[src/rtl/control_sequencer_if.sv]
// Handshake and control bundle between the instruction sequencer and its datapath.
// The master side is the sequencer; the slave side is the datapath or a bench driving it.
interface control_sequencer_if;
    logic        run;
    logic        mem_ready;
    logic [31:0] ir;
    logic [31:0] enable;
    logic [31:0] busSelect;
    logic        MR_Read;
    logic        pc_inc;
    logic [3:0]  Control_Signals;
    logic        done;
    logic        halted;
    logic [15:0] instr_count;

    modport master (
        input  run, mem_ready, ir,
        output enable, busSelect, MR_Read, pc_inc, Control_Signals, done, halted, instr_count
    );

    modport slave (
        output run, mem_ready, ir,
        input  enable, busSelect, MR_Read, pc_inc, Control_Signals, done, halted, instr_count
    );
endinterface

[src/rtl/control_sequencer.sv]
// Multi-cycle fetch/decode/execute sequencer: walks IDLE -> T0..T5 per instruction and
// drives register load enables, bus source select and ALU op as a Moore decode of state.
module control_sequencer (
    input  logic                 clk,
    input  logic                 clr,
    control_sequencer_if.master  bus
);

    typedef enum logic [2:0] {
        IDLE = 3'd0,
        T0   = 3'd1,
        T1   = 3'd2,
        T2   = 3'd3,
        T3   = 3'd4,
        T4   = 3'd5,
        T5   = 3'd6,
        HALT = 3'd7
    } state_t;

    typedef enum logic [1:0] {
        CLS_ALU,
        CLS_NOP,
        CLS_HALT
    } op_class_t;

    typedef struct packed {
        logic [4:0] op;
        logic [3:0] ra;
        logic [3:0] rc;
    } fields_t;

    localparam logic [31:0] EN_MDR  = 32'h0020_0000;
    localparam logic [31:0] EN_IR   = 32'h0080_0000;
    localparam logic [31:0] EN_Z    = 32'h0100_0000;
    localparam logic [31:0] EN_MAR  = 32'h0200_0000;
    localparam logic [31:0] EN_Y    = 32'h0800_0000;

    localparam logic [31:0] SEL_ZLO = 32'd19;
    localparam logic [31:0] SEL_PC  = 32'd20;
    localparam logic [31:0] SEL_MDR = 32'd21;

    function automatic op_class_t classify(input logic [4:0] op);
        if (op == 5'b11111)
            return CLS_HALT;
        if (op[4:2] == 3'b000)
            return CLS_ALU;
        return CLS_NOP;
    endfunction

    function automatic logic [3:0] alu_code(input logic [4:0] op);
        case (op)
            5'd0:    return 4'd1;
            5'd1:    return 4'd2;
            5'd2:    return 4'd3;
            5'd3:    return 4'd4;
            default: return 4'd0;
        endcase
    endfunction

    state_t      state_q, state_d;
    fields_t     fields_q, fields_d;
    logic [15:0] count_q, count_d;

    logic [31:0] enable_c;
    logic [31:0] sel_c;
    logic        mr_read_c;
    logic        pc_inc_c;
    logic [3:0]  alu_c;
    logic        done_c;
    logic        halted_c;

    logic [4:0]  ir_op;
    logic [3:0]  ir_ra;
    logic [3:0]  ir_rb;
    logic [3:0]  ir_rc;
    logic        unused_ir;

    assign ir_op     = bus.ir[31:27];
    assign ir_ra     = bus.ir[26:23];
    assign ir_rb     = bus.ir[22:19];
    assign ir_rc     = bus.ir[18:15];
    assign unused_ir = ^bus.ir[14:0];

    always_ff @(posedge clk or posedge clr) begin
        if (clr) begin
            state_q  <= IDLE;
            fields_q <= '0;
            count_q  <= '0;
        end else begin
            // NOTE: non-blocking assignments so every register samples pre-edge values.
            state_q  <= state_d;
            fields_q <= fields_d;
            count_q  <= count_d;
        end
    end

    always_comb begin
        // NOTE: every output and next-state signal gets a default first, so no path infers a latch.
        state_d   = state_q;
        fields_d  = fields_q;
        count_d   = count_q;
        enable_c  = '0;
        sel_c     = '0;
        mr_read_c = 1'b0;
        pc_inc_c  = 1'b0;
        alu_c     = '0;
        done_c    = 1'b0;
        halted_c  = 1'b0;

        case (state_q)
            IDLE: begin
                if (bus.run)
                    state_d = T0;
            end
            T0: begin
                sel_c    = SEL_PC;
                enable_c = EN_MAR;
                pc_inc_c = 1'b1;
                state_d  = T1;
            end
            T1: begin
                mr_read_c = 1'b1;
                enable_c  = EN_MDR;
                if (bus.mem_ready)
                    state_d = T2;
            end
            T2: begin
                sel_c    = SEL_MDR;
                enable_c = EN_IR;
                state_d  = T3;
            end
            T3: begin
                // Fields are latched here so T4/T5 decode stays stable if ir moves on.
                fields_d = '{op: ir_op, ra: ir_ra, rc: ir_rc};
                case (classify(ir_op))
                    CLS_ALU: begin
                        sel_c    = {28'd0, ir_rb};
                        enable_c = EN_Y;
                        state_d  = T4;
                    end
                    CLS_HALT: state_d = HALT;
                    default:  state_d = T5;
                endcase
            end
            T4: begin
                sel_c    = {28'd0, fields_q.rc};
                enable_c = EN_Z;
                alu_c    = alu_code(fields_q.op);
                state_d  = T5;
            end
            T5: begin
                if (classify(fields_q.op) == CLS_ALU) begin
                    sel_c    = SEL_ZLO;
                    enable_c = 32'd1 << fields_q.ra;
                end
                done_c  = 1'b1;
                count_d = count_q + 16'd1;
                state_d = bus.run ? T0 : IDLE;
            end
            HALT: begin
                halted_c = 1'b1;
            end
            default: state_d = IDLE;
        endcase
    end

    assign bus.enable          = enable_c;
    assign bus.busSelect       = sel_c;
    assign bus.MR_Read         = mr_read_c;
    assign bus.pc_inc          = pc_inc_c;
    assign bus.Control_Signals = alu_c;
    assign bus.done            = done_c;
    assign bus.halted          = halted_c;
    assign bus.instr_count     = count_q;

endmodule

[src/flat_wrapper.sv]
// flat-port wrapper written by rule: the top's interface ports become plain ports
module control_sequencer_flat 
  (clk, clr, bus_run, bus_mem_ready, bus_ir, bus_enable, bus_busSelect, bus_MR_Read, bus_pc_inc, bus_Control_Signals, bus_done, bus_halted, bus_instr_count);
  control_sequencer_if bus_i ();
  input  logic clk;
  input  logic clr;
  input wire logic [$bits(bus_i.run)-1:0] bus_run;
  input wire logic [$bits(bus_i.mem_ready)-1:0] bus_mem_ready;
  input wire logic [$bits(bus_i.ir)-1:0] bus_ir;
  output wire logic [$bits(bus_i.enable)-1:0] bus_enable;
  output wire logic [$bits(bus_i.busSelect)-1:0] bus_busSelect;
  output wire logic [$bits(bus_i.MR_Read)-1:0] bus_MR_Read;
  output wire logic [$bits(bus_i.pc_inc)-1:0] bus_pc_inc;
  output wire logic [$bits(bus_i.Control_Signals)-1:0] bus_Control_Signals;
  output wire logic [$bits(bus_i.done)-1:0] bus_done;
  output wire logic [$bits(bus_i.halted)-1:0] bus_halted;
  output wire logic [$bits(bus_i.instr_count)-1:0] bus_instr_count;
  assign bus_i.run = bus_run;
  assign bus_i.mem_ready = bus_mem_ready;
  assign bus_i.ir = bus_ir;
  assign bus_enable = bus_i.enable;
  assign bus_busSelect = bus_i.busSelect;
  assign bus_MR_Read = bus_i.MR_Read;
  assign bus_pc_inc = bus_i.pc_inc;
  assign bus_Control_Signals = bus_i.Control_Signals;
  assign bus_done = bus_i.done;
  assign bus_halted = bus_i.halted;
  assign bus_instr_count = bus_i.instr_count;
  control_sequencer u_core (.clk(clk), .clr(clr), .bus(bus_i));
endmodule
[config.mk]
export PLATFORM = sky130hd
export DESIGN_NAME = control_sequencer_flat
export DESIGN_NICKNAME = d
export VERILOG_FILES = /design/src/rtl/control_sequencer_if.sv /design/src/rtl/control_sequencer.sv /design/src/flat_wrapper.sv
export SDC_FILE = /design/constraint.sdc
export NUM_CORES = 1
export LEC_CHECK = 0
export CELL_PAD_IN_SITES_DETAIL_PLACEMENT = 0
export CELL_PAD_IN_SITES_GLOBAL_PLACEMENT = 1
export CORE_MARGIN = 2
export CORE_UTILIZATION = 48
export DETAILED_ROUTE_END_ITERATION = 10
export DONT_BUFFER_PORTS = 1
export HOLD_SLACK_MARGIN = 0.06
export PLACE_DENSITY = 0.95
export RECOVER_POWER = 25
export SLEW_MARGIN = 20
export SYNTH_ARGS = -nofsm -noshare
export SYNTH_HDL_FRONTEND = slang
export SYNTH_SLANG_ARGS = --single-unit
[constraint.sdc]
create_clock -name clk -period 3.49 [get_ports clk]
set_clock_uncertainty 0.05 [all_clocks]
set_input_delay 0.349 -clock clk [delete_from_list [all_inputs] [get_ports clk]]
set_output_delay 0.349 -clock clk [all_outputs]
set_load 0.01 [all_outputs]
==> impl_metrics.toml <==
[sta]
finalSetupViolations = 0
finalHoldViolCount = 0
maxSlewHeadroom = 0.377
timing.fmax_mhz = 396
fin_crit_sh = 0.724
setup_slack_ns = 0.965
rsz0062_at_grt = "false"
final.setup.tns_ns = 0
drv_slew = 0
fin_crit_ns = 2.53
whs_ns = 0.144
worst_slew_pin_slew_ns = 0.929

[synthesis]
yosysUniqueCellTypes = 37
postSynth.asyncResetShare = 1.00
synth.most_common_cell = "buf_4"
yosys-top-cells-area = "dfrtp_1 40%, buf_4 16%, mux2_2 7.3%, xnor2_1 6.1%, nor2_1 4.1%"
yosysWarnings = 0
synth_flop_cell = "dfrtp_1"
ys_seq_area_frac = 0.398
synth_top_area_share = 0.398
syn_area_um2 = 2010
synth.ff_latch_count = 32
synthCells = 206
synth_edf_count = 0
yosys-top-cells-count = "42 x buf_4, 32 x dfrtp_1, 22 x nor2_1"
yosys.area.top_type = "dfrtp_1"
syn_area_per_cell_um2 = 9.76

[cells_and_area]
diodes = 0
drive_above_1_share = 0.154
syn2layout_area_growth_pct = -1.06
nets = 244
stdcell_count = 258
design_area_um2 = 1990

[place]
gp_congestion = 0.762
placed_area_um2 = 1880
dpl.hpwl_um = 2680
io_buffers = 0
post-place-cells = 249
dp_slack_ns = 1.50

[grt]
grt_use_total = 0.142
grt_max_degree = 28
overflow = 0
grt_pass1_vias = 1111
antenna_found_initial = 0
grt_first_pass_wirelength_um = 4970

[critical_path]
rr_worst_depth = 4
critPathTopFamily = "simple AND/OR/NAND/NOR gates"
startpoint = "u_core.state_q[0]"
critical_path.max_fanout = 12
path_class = "reg2out"
worst_ep_arrival_time_ns = 2.13
cp_num_cells = 5
crit_required_ns = 3.09
reg2reg_slack_ns = 1.64
cp-start-kind = "flop"
rr_startpoint = "u_core.state_q[0]"
max_stage_delay_ns = 0.50
crit_end = "bus_enable[3]"
regToRegEndpoint = "u_core.bus.instr_count[12]"
path_buf_inv = 1
cpMaxStageDelayCell = "dfrtp_1"
end_kind = "output pin"
worstPathCellList = "nand3b_1, inv_6, and2_4, nand3_1, nor3_1"

[power]
power.switching_mw = 0.534
internal-power_mw = 0.893
seq_power_share = 0.466
pwr-share-comb = 0.293
p_per_area_nw_per_um2 = 717
leakage_nw = 0.911
pwr-share-clk = 0.240
irDropWorstVdd_mv = 0.259
switching_share = 0.374

[die]
initial_core_util = 0.499
io_pins = 124
die_y_um = 68.7
fp.dieArea_um2 = 4720
fp.dieW_um = 68.7
rows = 23
coreArea_um2 = 4030

[drt]
via_per_inst = 5.07
post_drt_wl_per_cell_um = 13.6
firstDrtPassIters = 4
routed_wl_um = 3510
antenna_left = 0
drt_iter0_drc = 77
vias = 1308
drc_errors = 0

[cts]
numCtsBuffers = 5
ctsRootBufferMaster = "clkbuf_8"
post_cts_buffers = 0
cts_tree = "yes"
cts.clk_slew.worst_paths_ns = 0.06
post_cts_resized = 0
cts_buffer_depth = 2
cts.sinks = 32
holdBufCountCts = 0
clkLatencyLatePin_ns = 0.27
htree_levels = 2

[min_path]
hp-class = "in2reg"
holdPathStages = 2

[flow_run]
drv_cap = 0

[outcome]
outcome = "completed"
## area by class of cell
| type | instances | area (um2) |
|---|---|---|
| fillers | 402 | 2040 |
| multi-input cells | 160 | 966 |
| flip-flops and latches | 32 | 801 |
| clock buffers | 5 | 68.8 |
| well taps | 50 | 62.6 |
| clock inverters | 3 | 42.5 |
| repair buffers | 3 | 25.0 |
| inverters | 5 | 23.8 |
## worst reg2reg max path, stage by stage (launching register included)
cell and delay, ns:
dfrtp_1 0.50, nand3b_1 0.45, nor3_1 0.48, nand2_1 0.12, xnor2_1 0.15
## sequential cells by signal (all words and copies together), names as in the netlist
register,cells
u_core.bus.instr_count,16
u_core.fields_q,13
u_core.state_q,3
## how the worst min path moves through the flow
stage,startpoint,end,slack (ns)
after floorplan,clr,u_core.bus.instr_count[0],0.42
after global placement,bus_ir[17],u_core.fields_q[2],0.42
after detailed placement,bus_ir[17],u_core.fields_q[2],0.43
after CTS,bus_ir[17],u_core.fields_q[2],0.14
after global routing,bus_ir[25],u_core.fields_q[6],0.16
final,bus_ir[17],u_core.fields_q[2],0.14
## cell families after synthesis
logic type                 synth area share
adders and majority gates           0.00622
xor gates and xnor gates             0.0697
muxes                                0.0728
other                               0.00187
buffers and inverters                 0.186
DFF                                   0.398
and+or+nand+nor                       0.214
AOI/OAI and AO/OA                    0.0510
## metrics by stage
stage,utilization,power (mW)
2_1_floorplan,-,1.08
3_3_place_gp,0.467,1.09
3_5_place_dp,0.467,1.11
4_1_cts,0.494,1.46
5_1_grt,0.494,1.55
6_report,0.494,1.43
## metal layers
layer | vias to the layer above | GRT usage | part of all wire
met5 | - | 0 | 0
met4 | 0 | 0.0564 | 0.0077
met3 | 2 | 0.0455 | 0.096
met2 | 68 | 0.240 | 0.49
met1 | 618 | 0.166 | 0.40
li1 | 620 | - | -
## cells in the final DEF (no fill, tap or decap), drive strengths merged, types with 3 or more instances in the layout
| master | n |
|---|---|
| and3 | 4 |
| nor2 | 22 |
| nand3 | 6 |
| xnor2 | 14 |
| nand3b | 3 |
| inv | 4 |
| and4 | 3 |
| o21ai | 5 |
| dfrtp | 32 |
| clkbuf | 5 |
| nand4 | 6 |
| conb | 39 |
| a21oi | 3 |
| nand2 | 16 |
| mux2 | 13 |
| nand2b | 3 |
| nor3 | 8 |
## power groups by stage
stage	clock network [mW]	registers, mW	logic [mW]
finish	0.343	0.665	0.419
global route	0.371	0.696	0.478
CTS	0.353	0.671	0.432
detailed placement	0	0.678	0.431
global placement	0	0.672	0.420
floorplan	0	0.611	0.470
Power figures use the tool's default switching activity.
